===== config.mk =====
export PLATFORM = sky130hd
export DESIGN_NAME = branch_predict_unit
export DESIGN_NICKNAME = d
export VERILOG_FILES = /design/src/rtl/branch_pkg.sv /design/src/rtl/branch_cmp.sv /design/src/rtl/branch_predict_unit.sv
export SDC_FILE = /design/constraint.sdc
export NUM_CORES = 1
export LEC_CHECK = 0
export BUFFER_PORTS_ARGS = -buffer_cell sky130_fd_sc_hd__buf_2
export CAP_MARGIN = 40
export CORE_UTILIZATION = 63
export CTS_BUF_LIST = sky130_fd_sc_hd__clkbuf_2
export DETAILED_ROUTE_END_ITERATION = 12
export GPL_TIMING_DRIVEN = 0
export PLACE_DENSITY = 0.86
export SLEW_MARGIN = 30
export SYNTH_ARGS = -nofsm -noshare
export SYNTH_HDL_FRONTEND = slang
export SYNTH_HIERARCHICAL = 1
export SYNTH_SLANG_ARGS = --single-unit

===== constraint.sdc =====
create_clock -name clk -period 7.7 [get_ports clk]
set_clock_uncertainty 0.05 [all_clocks]
set_input_delay 1.54 -clock clk [delete_from_list [all_inputs] [get_ports clk]]
set_output_delay 1.54 -clock clk [all_outputs]
set_load 0.005 [all_outputs]

===== src/rtl/branch_pkg.sv =====
// branch_pkg: shared funct3 encodings, BHT counter states and the saturating counter step
package branch_pkg;
  localparam logic [2:0] F3_BEQ  = 3'b000;
  localparam logic [2:0] F3_BNE  = 3'b001;
  localparam logic [2:0] F3_BLT  = 3'b100;
  localparam logic [2:0] F3_BGE  = 3'b101;
  localparam logic [2:0] F3_BLTU = 3'b110;
  localparam logic [2:0] F3_BGEU = 3'b111;
  localparam logic [1:0] SNT = 2'b00;
  localparam logic [1:0] WNT = 2'b01;
  localparam logic [1:0] WT  = 2'b10;
  localparam logic [1:0] ST  = 2'b11;
  function automatic logic [1:0] ctr_next(input logic [1:0] c, input logic taken);
    return taken ? (c == ST ? ST : c + 2'd1) : (c == SNT ? SNT : c - 2'd1);
  endfunction
endpackage


===== src/rtl/branch_cmp.sv =====
// branch_cmp: RV32I branch condition evaluator with illegal-encoding flag
module branch_cmp import branch_pkg::*; #(
  parameter int XLEN = 32
) (
  input  logic [XLEN-1:0] a,
  input  logic [XLEN-1:0] b,
  input  logic [2:0]      funct3,
  output logic            cond_true,
  output logic            illegal
);
  logic eq, lt, ltu;
  always_comb begin
    eq = a == b;
    lt = $signed(a) < $signed(b);
    ltu = a < b;
    illegal = funct3[2:1] == 2'b01;
    cond_true = funct3 == F3_BEQ  ? eq :
                funct3 == F3_BNE  ? !eq :
                funct3 == F3_BLT  ? lt :
                funct3 == F3_BGE  ? !lt :
                funct3 == F3_BLTU ? ltu :
                funct3 == F3_BGEU ? !ltu : 1'b0;
  end
endmodule


===== src/rtl/branch_predict_unit.sv =====
// branch_predict_unit: branch resolution, 2-bit BHT prediction/training and statistics
module branch_predict_unit import branch_pkg::*; #(
  parameter int         XLEN      = 32,
  parameter int         BHT_DEPTH = 64,
  parameter logic [1:0] CTR_INIT  = 2'b01,
  parameter int         STAT_W    = 16
) (
  input  logic              clk,
  input  logic              rst_n,
  input  logic [XLEN-1:0]   pred_pc,
  output logic              pred_taken,
  input  logic              res_valid,
  input  logic [XLEN-1:0]   res_pc,
  input  logic              res_is_branch,
  input  logic              res_is_jump,
  input  logic [2:0]        res_funct3,
  input  logic              res_pred_taken,
  input  logic [XLEN-1:0]   rs1_data,
  input  logic [XLEN-1:0]   rs2_data,
  output logic              take_branch,
  output logic              mispredict,
  output logic              illegal_cond,
  input  logic              clr_stats,
  output logic [STAT_W-1:0] branch_cnt,
  output logic [STAT_W-1:0] mispredict_cnt
);
  localparam int IDX_W = $clog2(BHT_DEPTH);
  logic [1:0] bht [BHT_DEPTH];
  logic [IDX_W-1:0] pred_idx, res_idx;
  logic cond_true, illegal, is_jump, is_br, legal_br;
  branch_cmp #(.XLEN(XLEN)) u_cmp (
    .a(rs1_data), .b(rs2_data), .funct3(res_funct3), .cond_true(cond_true), .illegal(illegal)
  );
  always_comb begin
    pred_idx = pred_pc[IDX_W+1:2];
    res_idx = res_pc[IDX_W+1:2];
    pred_taken = bht[pred_idx][1];
    is_jump = res_valid & res_is_jump;
    is_br = res_valid & res_is_branch & !res_is_jump;
    illegal_cond = is_br & illegal;
    legal_br = is_br & !illegal;
    take_branch = is_jump | (legal_br & cond_true);
    mispredict = legal_br & (cond_true != res_pred_taken);
  end
  always_ff @(posedge clk or negedge rst_n) begin
    if (!rst_n) begin
      for (int i = 0; i < BHT_DEPTH; i++) bht[i] <= CTR_INIT;
    end else if (legal_br) begin
      bht[res_idx] <= ctr_next(bht[res_idx], cond_true);
    end
  end
  always_ff @(posedge clk or negedge rst_n) begin
    if (!rst_n) begin
      branch_cnt <= '0;
      mispredict_cnt <= '0;
    end else if (clr_stats) begin
      branch_cnt <= '0;
      mispredict_cnt <= '0;
    end else begin
      if (legal_br && !(&branch_cnt)) branch_cnt <= branch_cnt + STAT_W'(1);
      if (mispredict && !(&mispredict_cnt)) mispredict_cnt <= mispredict_cnt + STAT_W'(1);
    end
  end
endmodule


==> results of run 1 <==
area by class of cell:
cell class | instances | share of cell area [%]
multi-input combinational | 577 | 47.4
clock buffer | 18 | 0.855
buffer | 42 | 2.28
sequential | 160 | 38.7
timing repair buffer | 123 | 6.17
tap | 184 | 2.18
clock inverter | 14 | 1.03
inverter | 37 | 1.32
cells by family (layout without fill, tap and decap cells):
group	after synthesis	in the layout	share of synthesized area (%)
and+or+nand+nor	238	238	12.3
muxes	192	192	26.7
DFF	160	160	43.2
AOI/OAI and AO/OA	85	85	6.59
buffers and inverters	79	234	4.01
adders and majority gates	36	36	4.79
xor gates and xnor gates	26	26	2.41
sequential cells by signal, indices dropped and copies added (netlist names):
name	cells
bht	128
branch_cnt	16
mispredict_cnt	16
critical path, delay by kind of cell:
kind | cells | cell delay, ns
mux | 3 | 1.53
buf+inv | 4 | 1.34
per-layer routing:
layer	share of wire [%]	up-vias	track usage, %	routed length [um]
met5	0	-	0	0
li1	-	3264	-	-
met3	8.6	97	7.56	2050
met2	47	407	49.8	11100
met1	41	3601	43.7	9670
met4	4.2	0	16.7	1010
report_power, final:
part | internal, uW | switching, uW | leakage (uW)
logic | 104 | 148 | 0.00280
registers | 872 | 14.4 | 0.00200
clock network | 90.4 | 322 | 0.000116
metrics by stage:
| stage | util (%) | setup slack [ns] | cells |
|---|---|---|---|
| 2_1_floorplan | - | 2.16 | 816 |
| 3_3_place_gp | 70.4 | 1.49 | 1117 |
| 3_5_place_dp | 70.8 | 1.70 | 1120 |
| 4_1_cts | 72.1 | 1.70 | 1152 |
| 5_1_grt | 72.3 | 1.55 | 1155 |
| 6_report | 72.3 | 1.68 | 1155 |
worst max-delay path by stage:
stage / from / endpoint / slack [ns] / cells past startpoint
after floorplan: pred_pc[2] / pred_taken / 2.16 / 5
after global placement: pred_pc[2] / pred_taken / 1.49 / 6
after detailed placement: pred_pc[2] / pred_taken / 1.70 / 7
after CTS: pred_pc[2] / pred_taken / 1.70 / 7
after global routing: pred_pc[2] / pred_taken / 1.55 / 7
final: pred_pc[2] / pred_taken / 1.68 / 7
layout by cell type, fill, tap and decap left out, drive strengths merged, types with 5 or more instances in the layout:
cell type,instances
a21o,5
a21oi,18
a221oi,6
a22o,6
a22oi,5
and2,5
and4,6
buf,150
clkbuf,33
clkinv,5
dfrtp,96
dfstp,64
ha,34
inv,42
mux2,139
mux2i,19
mux4,34
nand2,59
nand3,26
nand3b,6
nand4,13
nor2,77
nor2b,13
nor3,10
o211ai,5
o21ai,17
or3,8
xnor2,7
xor2,19
==> results by group, run 1 <==
Final layout
  • ANT cells: 0
  • Sequential cell area: 4080 sq um
  • Multi-input gate area: 5000 sq um
  • Fin area: 10500 sq um
  • Area growth, synth to finish: 11.5%
  • Fraction of layout cells with a size suffix above 1: 43.9%
  • Nets: 1130
  • Fill cell count: 1050

Worst setup path
  • CP Cell Sequence: clkbuf_1, buf_1, buf_4, mux4_2, mux4_2, mux4_2, buf_2
  • Max stage delay on crit path: 0.57 ns
  • CP Max Fanout: 7
  • Worst reg2reg startpoint: bht[3]
  • Reg-to-reg setup timing slack: 4.68 ns
  • Worst setup EP type: output port
  • Slowest CP cell: clkbuf_1
  • Cell mode on critical path: mux4_2
  • Critical Path Source Type: input port
  • Cells on worst reg2reg path: 8
  • Reg2reg end: bht[83]
  • Worst endpoint required time: 6.11 ns
  • Worst EP arrival: 4.43 ns
  • WS Path Type: in -> out

CTS
  • CTS max path bufs: 2
  • Hold Buf Count CTS: 0
  • CTS tree: built
  • Reg clk slew, reported paths: 0.24 ns
  • Setup Buffers After CTS: 0
  • Clk root buf: clkbuf_2
  • Clock sinks: 160
  • H-Tree Depth: 4
  • Clk Latency, worst-skew pair: 0.79 ns
  • Cts bufs inserted: 17
  • Post-cts resize count: 0

GRT
  • Largest net degree at the start of global routing: 92
  • First-pass GRT wire length: 39.2 mm
  • Grt ovf: 0
  • Vias in the first global route: 7510
  • Initial antenna violation count: 0
  • GR Util All Layers: 32.6%

Routing
  • Drt drc: 0
  • Avg WL per Cell: 20.6 um
  • Final wirelength: 23.8 mm
  • Via count: 7369
  • Initial drt markers: 930
  • Antenna-violating nets left: 0
  • Initial DRT Pass Iterations: 5
  • Vias per cell: 6.38

Place
  • GPL Wtd Cong: 1.03
  • DP Area: 10300 sq um
  • Detail Placement HPWL: 17.6 mm
  • Number of port buffers: 117

Synthesis
  • Syn avg cell area: 11.6 sq um
  • Most used DFF post-synth: dfrtp_1
  • Yosys Warn Count: 6
  • Syn nets: 988
  • Area share of the largest cell type after synthesis: 25.4%
  • Cells after Synth: 816
  • Most frequent cell after synthesis: mux2_2
  • FFs w/ async S/R, synth: 100%
  • EDFF count, synth: 0
  • #FFs+latches synth: 160
  • Leading area contributor after synthesis: dfrtp_1
  • Seq/Total Area, Yosys: 43.2%
  • Dominant cells by area after synthesis: dfrtp_1, dfstp_2, mux2_2
  • Post-synth top cells: mux2_2, dfrtp_1, nor2_1
  • Post-synth cell types: 63
  • Area of the mapped netlist: 9450 sq um

Timing
  • Setup TNS: 0 ns
  • RSZ-0062 raised after global routing: no
  • Worst rel slew slack: 40.2%
  • Post-layout minimum cycle time: 6.02 ns
  • Final worst path period share: 78.2%
  • Fmax: 0.166 GHz
  • Slew Viols, Final: 0
  • Hold WS: 0.518 ns
  • Final setup fails: 0
  • Worst-Margin Slew: 0.890 ns
  • Endpoints failing hold: 0

Flow run
  • Max-cap violations: 0

Worst hold path
  • Hold Crit Class: reg -> reg
  • HP Start: bht[121]
  • Worst hold endpoint: bht[121]
  • Hold-critical path depth: 1

Floorplan
  • Initial Util: 64.8%
  • Chip Width: 124 um
  • DIE AREA: 15500 sq um
  • Core Box Area: 14600 sq um
  • I/O pins: 174
  • Die Ht: 124 um
  • Num rows: 44

Pwr
  • Power density cells: 147 nW/um^2
  • Peak VDD IR: 0.123 mV
  • Leak: 0.00492 uW
  • Final Power: 1550 uW

Status
  • Status: completed
(Power assumes the default switching activity.)
==> inputs of run 2 (changes only) <==
--- a/config.mk
+++ b/config.mk
@@ -5,13 +5,14 @@
 export SDC_FILE = /design/constraint.sdc
 export NUM_CORES = 1
 export LEC_CHECK = 0
+export ABC_AREA = 1
 export BUFFER_PORTS_ARGS = -buffer_cell sky130_fd_sc_hd__buf_2
 export CAP_MARGIN = 40
-export CORE_UTILIZATION = 63
+export CORE_UTILIZATION = 59
 export CTS_BUF_LIST = sky130_fd_sc_hd__clkbuf_2
 export DETAILED_ROUTE_END_ITERATION = 12
 export GPL_TIMING_DRIVEN = 0
-export PLACE_DENSITY = 0.86
+export PLACE_DENSITY = 0.8
 export SLEW_MARGIN = 30
 export SYNTH_ARGS = -nofsm -noshare
 export SYNTH_HDL_FRONTEND = slang
==> constraint.sdc (replaced) <==
create_clock -name clk -period 5.7 [get_ports clk]
set_clock_uncertainty 0.05 [all_clocks]
set_input_delay 1.14 -clock clk [delete_from_list [all_inputs] [get_ports clk]]
set_output_delay 1.14 -clock clk [all_outputs]
set_load 0.005 [all_outputs]
==> run 2 against run 1 <==
- first-iteration DRC count up 25%
- via count is 48% higher
- highest routed layer unchanged
- global-route usage up 2.2 points
- largest cell class unchanged
- register-to-register slack got worse by 1.3 ns
- clock power increased by 60%
==> results by group, run 2 <==
Status
  • Status: completed

Pwr
  • Final Power: 2270 uW
  • Power density cells: 195 nW/um^2
  • Leak: 0.00615 uW
  • Gate power share: 18.4%
  • Internal: 1520 uW
  • Switching Fraction: 33.1%
  • Clk pwr share: 29.1%
  • Peak VDD IR: 0.156 mV
  • Sequential power share: 52.5%
  • P_sw: 752 uW

Worst setup path
  • Worst endpoint required time: 4.51 ns
  • Reg-to-reg setup timing slack: 3.33 ns
  • CP Max Fanout: 4
  • Worst setup EP type: output port
  • Critical Path Source Type: input port
  • Worst EP arrival: 3.49 ns
  • WS Path Type: in -> out

Synthesis
  • FFs w/ async S/R, synth: 100%
  • #FFs+latches synth: 160
  • Most frequent cell after synthesis: nand2_1
  • Syn nets: 1766
  • Leading area contributor after synthesis: nand2_1
  • Cells after Synth: 1594
  • Area share of the largest cell type after synthesis: 25.5%
  • Area of the mapped netlist: 10400 sq um
  • Post-synth top cells: nand2_1, inv_1, nor2_1
  • Most used DFF post-synth: dfrtp_1
  • Post-synth cell types: 44
  • Syn avg cell area: 6.55 sq um
  • Dominant cells by area after synthesis: nand2_1, dfrtp_1, dfstp_2
  • Seq/Total Area, Yosys: 39.1%
  • EDFF count, synth: 0
  • Yosys Warn Count: 6

Routing
  • Avg WL per Cell: 15.7 um
  • Final wirelength: 30.9 mm
  • Vias per cell: 5.52
  • Drt drc: 0
  • Initial drt markers: 1161
  • Initial DRT Pass Iterations: 6
  • Via count: 10.9k
  • Antenna-violating nets left: 0

CTS
  • Reg clk slew, reported paths: 0.27 ns
  • CTS max path bufs: 2
  • Hold Buf Count CTS: 0
  • Setup Buffers After CTS: 0
  • Cts bufs inserted: 17
  • Clk root buf: clkbuf_2
  • CTS tree: built
  • Clk Latency, worst-skew pair: 0.80 ns
  • Clock sinks: 160
  • H-Tree Depth: 4
  • Post-cts resize count: 0

Final layout
  • Regs by FF count: bht (128), branch_cnt (16), mispredict_cnt (16)
  • Largest register by flop count: bht
  • Most frequent cells in the layout: nand2_1, inv_1, nor2_1, buf_2, nand3_1
  • Commonest non-fill, non-tap cell in the layout: nand2_1
  • Fill cell count: 1601
  • Fin area: 11600 sq um
  • Nets: 1903
  • Fraction of layout cells with a size suffix above 1: 15.9%
  • Area growth, synth to finish: 11.2%
  • Max reg flops: 128

Place
  • Number of port buffers: 116
  • GPL Wtd Cong: 1.02
  • Dpl ws: 1.01 ns
  • Detail Placement HPWL: 21.9 mm
  • DP Area: 11400 sq um

Timing
  • Fmax: 0.213 GHz
  • Slew Viols, Final: 0
  • Worst rel slew slack: 57.1%
  • Worst-Margin Slew: 0.643 ns
  • Post-layout minimum cycle time: 4.68 ns
  • Final worst path period share: 82.2%
  • RSZ-0062 raised after global routing: no
  • Setup WS post-layout: 1.02 ns
  • Setup TNS: 0 ns
  • Final setup fails: 0
  • Endpoints failing hold: 0

GRT
  • Grt met2 use: 54.4%
  • Met3 GRT Util: 7.43%
  • Grt ovf: 0
  • GR Util All Layers: 34.8%
  • Met1 Track Usage GR: 46.1%
  • Initial antenna violation count: 1
  • Vias in the first global route: 10.1k
  • GRT busiest layer: met2
  • First-pass GRT wire length: 49.0 mm
  • Largest net degree at the start of global routing: 68

Floorplan
  • Initial Util: 60.4%
  • Num rows: 48
  • Die Ht: 135 um
  • Core Box Area: 17300 sq um
  • Chip Width: 135 um
  • I/O pins: 174
  • DIE AREA: 18200 sq um

Worst hold path
  • Hold Crit Class: in -> async

Flow run
  • Max-cap violations: 0
## run 2: cell types whose count changed after synthesis, sizes merged, moves of 24 or more
cell and change:
nand2 +660, nor2 +71, o21ai +43, mux2 -139, nand3 +72, inv +146, mux4 -34, nor3 +24
## run 2: power groups by stage
| stage | clock network [uW] | registers [uW] | logic [uW] |
|---|---|---|---|
| floorplan | 0 | 1200 | 247 |
| global placement | 0 | 1210 | 396 |
| detailed placement | 0 | 1210 | 409 |
| CTS | 665 | 1190 | 411 |
| global route | 701 | 1190 | 457 |
| finish | 661 | 1190 | 418 |
## run 2: worst paths after layout
check,end,cells after the start,from
min reg2reg,bht[4],2,bht[4]
max reg2reg,branch_cnt[12],12,branch_cnt[0]
min in group clk,bht[4],2,bht[4]
max in group asynchronous,bht[6],2,rst_n
min,mispredict_cnt[8],1,rst_n
max,mispredict,17,rs2_data[31]
## run 2: kinds of logic after synthesis
family	after synthesis	share of synthesized area [%]
simple gates	1020	39.4
buf+inv	243	9.80
flops	160	39.1
compound gates	133	7.27
fa+ha+maj	34	4.07
xor+xnor	4	0.335
## run 2: worst max-delay path, cell delays in order
cell and delay (ns):
buf_2 0.08, inv_1 0.03, ha_1 0.33, nand2_2 0.07
nor2_2 0.13, nand2_2 0.08, nor4_4 0.21, nand2_2 0.12
nand2_2 0.08, nand2_2 0.06, a21oi_1 0.12, nor2_1 0.06
nand3_1 0.16, inv_1 0.16, or2_2 0.31, a21oi_2 0.20
buf_2 0.14
## run 2: cell type report
type                       instances  area, sq um  share of cell area, %
tap                              225          282                   2.42
clock buffer                      18         90.1                  0.775
sequential                       160         4080                   35.1
antenna                            1         2.50                 0.0215
timing repair buffer             118          646                   5.56
multi-input combinational       1191         5340                   46.0
inverter                         186          698                   6.01
clock inverter                    14          153                   1.31
buffer                            57          325                   2.80
## run 2: layer usage
layer  vias to the layer above  routed length (um)
li1                       5227                   -
met1                      4974               12600
met2                       545               13900
met3                       127                3080
met4                         0                1320
met5                         -                   0
## run 2: metrics by stage
step / util, % / std cells / hold slack [ns]
floorplan: - / 1594 / 0.397
global placement: 65.4 / 1935 / 0.402
detailed placement: 65.8 / 1937 / 0.405
CTS: 67.2 / 1969 / 0.110
global route: 67.2 / 1970 / 0.118
finish: 67.2 / 1970 / 0.126
==> inputs of run 3 (changes only) <==
--- a/config.mk
+++ b/config.mk
@@ -5,14 +5,14 @@
 export SDC_FILE = /design/constraint.sdc
 export NUM_CORES = 1
 export LEC_CHECK = 0
-export ABC_AREA = 1
+export ABC_AREA = 0
 export BUFFER_PORTS_ARGS = -buffer_cell sky130_fd_sc_hd__buf_2
 export CAP_MARGIN = 40
-export CORE_UTILIZATION = 59
+export CORE_UTILIZATION = 53
 export CTS_BUF_LIST = sky130_fd_sc_hd__clkbuf_2
 export DETAILED_ROUTE_END_ITERATION = 12
 export GPL_TIMING_DRIVEN = 0
-export PLACE_DENSITY = 0.8
+export PLACE_DENSITY = 0.77
 export SLEW_MARGIN = 30
 export SYNTH_ARGS = -nofsm -noshare
 export SYNTH_HDL_FRONTEND = slang
==> constraint.sdc (replaced) <==
create_clock -name clk -period 4.3 [get_ports clk]
set_clock_uncertainty 0.05 [all_clocks]
set_input_delay 0.86 -clock clk [delete_from_list [all_inputs] [get_ports clk]]
set_output_delay 0.86 -clock clk [all_outputs]
set_load 0.005 [all_outputs]
==> run 3 against run 2 <==
- sequential power up 34%
- flip-flop and latch count unchanged
- total power increased by 27%
- worst hold slack better by 0.069 ns
- count of clock-buffer cells in the layout did not move
- final area down 7.3%
- sequential share of layout area is 2.8 points higher
- largest power group unchanged
==> results by group, run 3 (same netlist as run 1, synthesis figures left out) <==
Final layout
  • Largest register by flop count: bht
  • Fraction of layout cells with a size suffix above 1: 45.5%
  • Commonest non-fill, non-tap cell in the layout: mux2_2
  • Max reg flops: 128
  • Final core occ: 62.0%
  • Regs by FF count: bht (128), branch_cnt (16), mispredict_cnt (16)
  • Most frequent cells in the layout: mux2_2, buf_2, dfrtp_1, nor2_1, dfstp_2
  • Area growth, synth to finish: 13.9%
  • Nets: 1135

CTS
  • Cts bufs inserted: 17
  • Clk Latency, worst-skew pair: 0.80 ns
  • H-Tree Depth: 4
  • Reg clk slew, reported paths: 0.24 ns
  • Clock sinks: 160
  • CTS max path bufs: 2
  • Clk root buf: clkbuf_2
  • CTS tree: built

GRT
  • First-pass GRT wire length: 39.5 mm
  • GR Util All Layers: 28.6%
  • Initial antenna violation count: 1
  • Grt ovf: 0
  • Vias in the first global route: 7419
  • Largest net degree at the start of global routing: 90

Floorplan
  • DIE AREA: 18400 sq um
  • Num rows: 48
  • I/O pins: 174
  • Initial Util: 54.4%
  • Core Box Area: 17400 sq um
  • Die Ht: 136 um
  • Chip Width: 136 um

Worst setup path
  • Slowest CP cell: mux4_2
  • Worst endpoint required time: 3.39 ns
  • WS Path Type: in -> out
  • Worst reg2reg startpoint: bht[7]
  • Critical Path Source Type: input port
  • Critical path startpoint: pred_pc[3]
  • Worst setup EP type: output port
  • CP Max Fanout: 10
  • Worst EP arrival: 3.29 ns
  • Cell mode on critical path: mux4_2
  • Max stage delay on crit path: 0.53 ns
  • CP Cell Sequence: buf_1, clkbuf_2, mux4_2, mux4_2, mux4_2, buf_2

Place
  • GPL Wtd Cong: 0.938
  • Dpl ws: -0.404 ns
  • Detail Placement HPWL: 17.9 mm
  • Number of port buffers: 117

Timing
  • Final setup fails: 0
  • Setup TNS: 0 ns
  • Fmax: 0.238 GHz
  • Worst rel slew slack: 47.9%
  • Post-layout minimum cycle time: 4.20 ns
  • Slew Viols, Final: 0
  • Worst-Margin Slew: 0.775 ns
  • Endpoints failing hold: 0
  • Setup WS post-layout: 0.100 ns
  • RSZ-0062 raised after global routing: yes
  • Hold WS: 0.195 ns
  • Final worst path period share: 97.7%

Routing
  • WL met1: 10.3 mm
  • Initial DRT Pass Iterations: 8
  • Vias per cell: 6.14
  • Met2 WL: 11.3 mm
  • Routed length on met3: 2.20 mm
  • Final wirelength: 24.7 mm
  • Via count: 7378
  • Max layer used: met4
  • Initial drt markers: 589
  • Avg WL per Cell: 20.5 um
  • Antenna-violating nets left: 0
  • Drt drc: 0

Flow run
  • Max-cap violations: 0

Pwr
  • Power density cells: 267 nW/um^2
  • Final Power: 2880 uW
  • Leak: 0.00499 uW
  • Peak VDD IR: 0.180 mV

Worst hold path
  • HP Start: clr_stats
  • Hold Crit Class: in -> reg

Status
  • Status: completed
==> run 3: path summary, 6_finish.rpt <==
kind | to | slack (ns) | depth (start not counted)
max | pred_taken | 0.10 | 6
min | branch_cnt[15] | 0.20 | 2
max reg2reg | bht[32] | 1.29 | 8
min reg2reg | bht[99] | 0.52 | 1
max in group asynchronous | bht[40] | 2.80 | 3
min in group asynchronous | bht[117] | 0.53 | 2
==> run 3: metrics by stage <==
stage                     instance area, sq um  cells
final                                    10800   1202
after global routing                     10800   1202
after CTS                                10600   1196
after detailed placement                 10400   1162
after global placement                   10300   1158
after floorplan                           9450    816
==> run 3: final cells by class <==
type,count,area (sq um)
inverter,37,139
tap,225,282
clock inverter,14,133
antenna,1,2.50
fill,1417,6590
sequential,160,4080
multi-input combinational,577,5100
timing repair buffer,128,694
clock buffer,18,90.1
buffer,42,246
==> run 3: worst max-delay path, delay by kind of cell <==
family	cells	cell delay [ns]
muxes	3	1.39
buffers and inverters	3	1.05
==> run 3: repair_timing <==
item                                    CTS  global route
gates resized for setup                   3            14
pin swaps                                 0             6
endpoints found under the setup margin    2             3
hold buffers                              1             0
buffers inserted                          1             3
hold endpoints to repair                 36             0
==> run 3: layer usage <==
layer,global-route usage (%),vias up
met5,0,-
met2,43.8,379
met4,11.2,0
met1,38.6,3645
li1,-,3271
met3,7.71,83
==> run 3: report_power, final <==
group | total (uW) | leakage [uW] | switching (uW) | internal [uW]
registers | 1590 | 0.00200 | 24.8 | 1560
logic | 482 | 0.00285 | 281 | 201
clock network | 810 | 0.000137 | 588 | 223
